### src/rtl/dma_icb_arb.sv
// Two-master to one-slave ICB arbiter: round-robin command selection with a lock
// while the slave stalls, in-order response routing through a grant-id FIFO.
module dma_icb_arb #(
  parameter int OSTD_DEPTH = 4
) (
  input  logic                          clk,
  input  logic                          rst_n,
  input  logic                          m0_icb_cmd_valid,
  input  logic                          m0_icb_cmd_read,
  input  logic [31:0]                   m0_icb_cmd_addr,
  input  logic [31:0]                   m0_icb_cmd_wdata,
  input  logic [3:0]                    m0_icb_cmd_wmask,
  output logic                          m0_icb_cmd_ready,
  output logic                          m0_icb_rsp_valid,
  output logic [31:0]                   m0_icb_rsp_rdata,
  output logic                          m0_icb_rsp_err,
  input  logic                          m0_icb_rsp_ready,
  input  logic                          m1_icb_cmd_valid,
  input  logic                          m1_icb_cmd_read,
  input  logic [31:0]                   m1_icb_cmd_addr,
  input  logic [31:0]                   m1_icb_cmd_wdata,
  input  logic [3:0]                    m1_icb_cmd_wmask,
  output logic                          m1_icb_cmd_ready,
  output logic                          m1_icb_rsp_valid,
  output logic [31:0]                   m1_icb_rsp_rdata,
  output logic                          m1_icb_rsp_err,
  input  logic                          m1_icb_rsp_ready,
  output logic                          s_icb_cmd_valid,
  output logic                          s_icb_cmd_read,
  output logic [31:0]                   s_icb_cmd_addr,
  output logic [31:0]                   s_icb_cmd_wdata,
  output logic [3:0]                    s_icb_cmd_wmask,
  input  logic                          s_icb_cmd_ready,
  input  logic                          s_icb_rsp_valid,
  input  logic                          s_icb_rsp_err,
  input  logic [31:0]                   s_icb_rsp_rdata,
  output logic                          s_icb_rsp_ready,
  output logic [$clog2(OSTD_DEPTH):0]   ost_cnt,
  output logic                          arb_err
);

  localparam int AW = $clog2(OSTD_DEPTH);
  localparam int CW = AW + 1;
  localparam logic [CW-1:0] DEPTH_C = CW'(OSTD_DEPTH);
  localparam logic [CW-1:0] CNT_ONE = CW'(1);
  localparam logic [AW-1:0] PTR_ONE = AW'(1);

  // Handshake rule on every channel: a beat transfers on a rising clk edge where
  // valid and ready are both 1; a master holds valid and payload until then.
  logic                  r_last;
  logic                  r_lock;
  logic                  r_lock_id;
  logic [OSTD_DEPTH-1:0] r_fifo;
  logic [AW-1:0]         r_wptr;
  logic [AW-1:0]         r_rptr;
  logic [CW-1:0]         r_cnt;
  logic                  r_arb_err;

  logic w_sel;
  logic w_sel_valid;
  logic w_full;
  logic w_empty;
  logic w_head;
  logic w_push;
  logic w_pop;

  // A stalled command keeps its master selected; otherwise ties go to the
  // master not granted last.
  always_comb begin
    w_sel = 1'b0;
    if (r_lock) begin
      w_sel = r_lock_id;
    end else if (m0_icb_cmd_valid && m1_icb_cmd_valid) begin
      w_sel = ~r_last;
    end else if (m1_icb_cmd_valid) begin
      w_sel = 1'b1;
    end
  end

  assign w_full      = (r_cnt == DEPTH_C);
  assign w_empty     = (r_cnt == '0);
  assign w_head      = r_fifo[r_rptr];
  assign w_sel_valid = w_sel ? m1_icb_cmd_valid : m0_icb_cmd_valid;

  assign s_icb_cmd_valid = w_sel_valid & ~w_full;
  assign s_icb_cmd_read  = w_sel ? m1_icb_cmd_read  : m0_icb_cmd_read;
  assign s_icb_cmd_addr  = w_sel ? m1_icb_cmd_addr  : m0_icb_cmd_addr;
  assign s_icb_cmd_wdata = w_sel ? m1_icb_cmd_wdata : m0_icb_cmd_wdata;
  assign s_icb_cmd_wmask = w_sel ? m1_icb_cmd_wmask : m0_icb_cmd_wmask;

  // Ready is also qualified by the master's own valid so an idle port never sees ready.
  assign m0_icb_cmd_ready = ~w_sel & m0_icb_cmd_valid & s_icb_cmd_ready & ~w_full;
  assign m1_icb_cmd_ready =  w_sel & m1_icb_cmd_valid & s_icb_cmd_ready & ~w_full;

  assign w_push = s_icb_cmd_valid & s_icb_cmd_ready;

  assign m0_icb_rsp_valid = ~w_empty & ~w_head & s_icb_rsp_valid;
  assign m1_icb_rsp_valid = ~w_empty &  w_head & s_icb_rsp_valid;
  assign m0_icb_rsp_rdata = s_icb_rsp_rdata;
  assign m1_icb_rsp_rdata = s_icb_rsp_rdata;
  assign m0_icb_rsp_err   = s_icb_rsp_err;
  assign m1_icb_rsp_err   = s_icb_rsp_err;

  // With nothing outstanding, stray responses are swallowed rather than stalling the slave.
  assign s_icb_rsp_ready = w_empty | (w_head ? m1_icb_rsp_ready : m0_icb_rsp_ready);
  assign w_pop           = ~w_empty & s_icb_rsp_valid & s_icb_rsp_ready;

  always_ff @(posedge clk or negedge rst_n) begin
    if (!rst_n) begin
      r_last    <= 1'b1;
      r_lock    <= 1'b0;
      r_lock_id <= 1'b0;
    end else if (w_push) begin
      r_last <= w_sel;
      r_lock <= 1'b0;
    end else if (s_icb_cmd_valid) begin
      r_lock    <= 1'b1;
      r_lock_id <= w_sel;
    end
  end

  always_ff @(posedge clk) begin
    if (w_push) begin
      r_fifo[r_wptr] <= w_sel;
    end
  end

  always_ff @(posedge clk or negedge rst_n) begin
    if (!rst_n) begin
      r_wptr    <= '0;
      r_rptr    <= '0;
      r_cnt     <= '0;
      r_arb_err <= 1'b0;
    end else begin
      if (w_push) begin
        r_wptr <= r_wptr + PTR_ONE;
      end
      if (w_pop) begin
        r_rptr <= r_rptr + PTR_ONE;
      end
      case ({w_push, w_pop})
        2'b10:   r_cnt <= r_cnt + CNT_ONE;
        2'b01:   r_cnt <= r_cnt - CNT_ONE;
        default: r_cnt <= r_cnt;
      endcase
      r_arb_err <= w_empty & s_icb_rsp_valid;
    end
  end

  assign ost_cnt = r_cnt;
  assign arb_err = r_arb_err;

endmodule

### config.mk
export PLATFORM = sky130hd
export DESIGN_NAME = dma_icb_arb
export DESIGN_NICKNAME = d
export VERILOG_FILES = /design/src/rtl/dma_icb_arb.sv
export SDC_FILE = /design/constraint.sdc
export NUM_CORES = 1
export LEC_CHECK = 0
export ABC_AREA = 1
export CAP_MARGIN = 20
export CORE_AREA = 2 2 125 127
export CTS_BUF_LIST = sky130_fd_sc_hd__clkbuf_4 sky130_fd_sc_hd__clkbuf_8 sky130_fd_sc_hd__clkbuf_16
export DETAILED_ROUTE_END_ITERATION = 16
export DIE_AREA = 0 0 127 129
export SETUP_SLACK_MARGIN = 0.02
export SLEW_MARGIN = 40
export SYNTH_ARGS = -nofsm -noshare
export SYNTH_HDL_FRONTEND = slang
export SYNTH_SLANG_ARGS = --single-unit
export TNS_END_PERCENT = 10
### constraint.sdc
create_clock -name clk -period 2.2 [get_ports clk]
set_input_delay 0.66 -clock clk [delete_from_list [all_inputs] [get_ports clk]]
set_output_delay 0.66 -clock clk [all_outputs]
set_load 0.02 [all_outputs]
* Word-level counts from Yosys, hierarchy flattened *
Cells that the tools add are included.
W data, S select, Z words.

word-level totals
  register bits = 15
  input port bits = 179
  output and inout port bits = 145
  word-level logic and storage cells = 63

operators by class
  add/sub/neg operators = 4
  order comparisons = 3
  equal/unequal tests = 3
  mux-type cells = 17
  bitwise logic cells = 22
  reduce and logical (&&, ||, !) cells = 6

operators by type and width
  cell                   count
  $mux W32               2
  $and A1 B1 Y1          15
  $mux W1                10
  $lt A2 B3 Y1 const B   2
  $not A1 Y1             6
  $pmux W3 S2            1
  $add A2 B1 Y2 const B  2
  $bwmux W4              1
  $mux W4                1
  $reduce_bool A2 Y1     2
  $add A3 B1 Y3 const B  1
  $eq A3 B3 Y1 const B   1
  $logic_not A3 Y1       1
  $sub A3 B1 Y3 const B  1
  $bmux W1 S2            1
  $demux W1 S2           1
  $eq A2 B1 Y1 const B   1
  $eq A2 B2 Y1 const B   1
  $ge A2 B1 Y1 const B   1
  $logic_and A1 B1 Y1    2
  $reduce_and A2 Y1      1
  $or A1 B1 Y1           1

* Logic depth before layout (Yosys ltp) *
  word-level depth = 8
  depth in mapped cells = 13
  mapped depth without buffers = 13

* Worst setup path after synthesis *
Ideal clock, no wire load.

  path kind = input port to output port
  from = in m0_icb_cmd_valid
  to = out m0_icb_cmd_ready
  arrival time = 1.600 ns
  path slack = -0.060 ns
  cell stages on the path = 5
  path buffers = 1
  path through = nand2_1 -> nand3_2 -> nand2_2 -> buf_6 -> nor4_1

on the way
  word-level cells in the longest chain between the ends = 7

ends and longest elaborated chain
  what                             RTL line  source
  from (decl)                      8         input logic m0_icb_cmd_valid,
  $logic_and A1 B1 Y1              73        end else if (m0_icb_cmd_valid && m1_icb_cmd_valid) begin
  $mux W1                          73
  $mux W1                          71        if (r_lock) begin
  $not A1 Y1                       92        assign m0_icb_cmd_ready = ~w_sel & m0_icb_cmd_valid & s_icb_cmd_ready & ~w_full;
  $and A1 B1 Y1 (*) (3 in series)  92
  to (decl)                        13        output logic m0_icb_cmd_ready,

Mark *: on every way between the ends. The rest lies on a longest branch, timed or not.

* Worst setup path after layout *
  from = in m0_icb_cmd_valid
  to = out s_icb_cmd_wdata[13]

on the way
  word-level cells in the longest chain between the ends = 4

ends and longest elaborated chain
  what                 RTL line  source
  $logic_and A1 B1 Y1  73
  $mux W1              73
  $mux W1              71
  $mux W32             88        assign s_icb_cmd_wdata = w_sel ? m1_icb_cmd_wdata : m0_icb_cmd_wdata;
  to (decl)            31        output logic [31:0] s_icb_cmd_wdata,

Every way passes these cells.

==> reports/metrics.cfg <==
[finish]
layout.core_utilization=0.329
insertedDiodeCount=0
proportion_of_layout_cells_with_a_drive_suffix_above_1=0.313
num-nets-final=768
fin_cells=770
synthToLayoutAreaGrowth_pct=113

[worst_setup_path]
crit_type=primary input to primary output
critical_register_to_register_path_startpoint=r_last$_DFFE_PN1P_
worst_ep_arrival_time_ps=1690
critPathLaunchType=primary input
setup.worst_path.end_class=primary output
r2r_end=ost_cnt[2]$_DFFE_PN0P_
ff2ff_path_depth=13
critical_path_required_ps=1540
crit_path_max_fanout=6
worst-r2r-setup-slack_ps=-20

[route]
drt_drc_violations_left=0
ant_nets=0
drt-wirelength-per-cell_um=12.6
drt_pre_antenna_iters=4
routed_via_density=3.80
total_vias_in_the_final_route=2924
finalWirelength_um=9730
drtIter0Drc=64

[yosys]
yosys_warnings=0
total_standard_cell_area_after_synthesis_mm2=0.00231
avgSynthCellArea_um2=5.84
ys_seq_area_frac=0.172
synth_seq_cells=15
post_synth_num_cell_types=27
syn_nets=581
synthCells=396

[power]
sw_frac_of_total=0.473
internal_power_contribution_mw=3.09
total_power_divided_by_cell_area_mw_per_mm2=1190
combinationalPowerShare=0.853
p_leak_nw=2.46
power.switching_mw=2.78
vdd_drop_max_v=0.000413
sequentialPowerShare=0.084
power.share.clock=0.063

[worst_hold_path]
worst_hold_endpoint=r_lock_id$_DFFE_PN0P_
min_from=r_lock_id$_DFFE_PN0P_
hold_path_depth=2
timing.hold.worst.class=register to register

[die]
dieArea_mm2=0.0164
floorplan.initialDensity=0.154
core-area_mm2=0.0150
fp.dieH_um=129
fp-row-count=45
boundaryPins=324
die_width_um=127

[sta]
final.setup.worst_slack_ps=-154
setup_repair_after_global_routing_missed_its_margin=true
worst_slew_margin_rel=0.640
final.period_utilization=1.07
final-max-slew-violation-count=0
setup_viol_count_final=72
timing.final.hold_violations=0
post-route-min-period_ps=2350
fmax_ghz=0.425
finClkSkew_ps=1.33
least_margin_pin_slew_ps=538
final.hold.worst_slack_ps=495

[run_status]
failed_checks=setup timing
status=finished with violations

[clock_network]
tritoncts=done
numClockSinks=15
cts.htree.levels=1
clk_root_buffer_cell=clkbuf_16
numCtsBuffers=3
clk_latency_ps=250
postCtsHoldBufs=0
cts.clk_slew.worst_paths_ps=50
cts_max_path_buffers=2

[global_route]
grt_pass1_wl_um=13400
via_count_of_the_first_global_routing_pass=2717
antenna_found_initial=0
globalRouteTotalUtil=0.103
grt_overflow_total=0
grt_start_max_net_pins=41

[place]
port_buffers=224
placed_cells=749
detailedPlacementHpwl_um=7470
gp_congestion=0.728

[job]
maxCapViolCount=0

-- worst max-delay path: stages --
cell and delay (ps):
buf_8 100, nand2_4 50, nand3_4 80, nand2_8 130
clkinv_8 60, buf_8 130, buf_16 130, buf_12 130
nand2_2 50, nand2_2 50, buf_6 120
-- worst max path at each step --
stage | start | to | slack (ps) | cells after the start
after global routing | m0_icb_cmd_valid | s_icb_cmd_wdata[11] | -210 | 11
after CTS | s_icb_cmd_ready | m0_icb_cmd_ready | -240 | 4
after global placement | m0_icb_cmd_valid | s_icb_cmd_valid | -940 | 8
final | m0_icb_cmd_valid | s_icb_cmd_wdata[13] | -150 | 11
after detailed placement | m0_icb_cmd_valid | s_icb_cmd_valid | -970 | 8
after floorplan | m0_icb_cmd_valid | ost_cnt[2]$_DFFE_PN0P_ | 50 | 12
-- cell usage after synthesis, drive strengths merged --
library cell / number / area [um^2]
nand2: 234 / 891
dfstp: 1 / 26.3
dfrtp: 10 / 250
nor3: 1 / 10.0
xnor2: 1 / 8.76
ha: 5 / 62.6
a21oi: 2 / 10.0
fa: 1 / 20.0
edfxtp: 4 / 120
inv: 24 / 95.1
nand4: 2 / 18.8
o21ai: 5 / 32.5
nand3: 14 / 95.1
buf: 81 / 623
nor2: 9 / 33.8
xor2: 1 / 8.76
nor4: 1 / 6.26
-- logic make-up after synthesis --
family,share of synthesized area
AO/OA/AOI/OAI,0.0184
XOR/XNOR,0.00758
adder cells (fa/ha/maj),0.0357
buffers and inverters,0.311
flip-flops,0.172
AND/OR/NAND/NOR,0.456
-- cell type report --
| type | count | area [um^2] |
|---|---|---|
| fill | 1567 | 10100 |
| timing repair buffer | 263 | 2700 |
| multi-input combinational | 276 | 1400 |
| sequential | 15 | 397 |
| tap | 188 | 235 |
| inverter | 24 | 103 |
| clock buffer | 4 | 82.6 |
-- power by group through the flow --
stage	clock network (mW)	registers, mW	logic (mW)
finish	0.372	0.492	5.01
global placement	0	0.493	4.18
global route	0.393	0.512	5.42
detailed placement	0	0.494	4.18
CTS	0.375	0.492	4.65
floorplan	0	0.522	2.38
-- routing by layer --
metal,vias to the layer above,global-route usage,part of all wire
met5,-,0,0
met4,0,0.0259,0.018
met3,23,0.0391,0.12
met2,193,0.201,0.52
met1,1213,0.102,0.34
li1,1495,-,-
-- placed cells by master (no fill, tap or decap), drive strengths merged --
| cell | instances |
|---|---|
| a21oi | 2 |
| buf | 112 |
| clkbuf | 8 |
| clkdlybuf4s50 | 144 |
| clkinv | 1 |
| dfrtp | 10 |
| dfstp | 1 |
| dlygate4sd2 | 1 |
| dlymetal6s2s | 2 |
| edfxtp | 4 |
| fa | 1 |
| ha | 5 |
| inv | 23 |
| nand2 | 234 |
| nand3 | 14 |
| nand4 | 2 |
| nor2 | 9 |
| nor3 | 1 |
| nor4 | 1 |
| o21ai | 5 |
| xnor2 | 1 |
| xor2 | 1 |
-- state kept, by name (all words and copies together) (netlist names) --
register / flops
r_last: 1
r_lock_id: 1
r_lock: 1
arb_err: 1
r_wptr: 2
r_fifo: 4
ost_cnt: 3
r_rptr: 2
-- repair_timing --
| action | in CTS | in global routing |
|---|---|---|
| pin swaps | 18 | 12 |
| resized for setup | 463 | 39 |
| gates cloned | 2 | 3 |
| buffers inserted | 7 | 5 |
| hold endpoints to repair | 0 | 0 |
| endpoints found under the setup margin | 78 | 76 |
-- through the flow --
stage	setup WS, ps	area [um^2]	total power, mW	setup TNS (ps)
final	-154	4920	5.87	-5950
after global routing	-210	4920	6.32	-11140
after CTS	-237	4690	5.52	-7260
after detailed placement	-971	4390	4.67	-70970
after global placement	-943	4390	4.67	-69120
after floorplan	47.2	2320	2.91	0
Power figures use the tool's default switching activity.
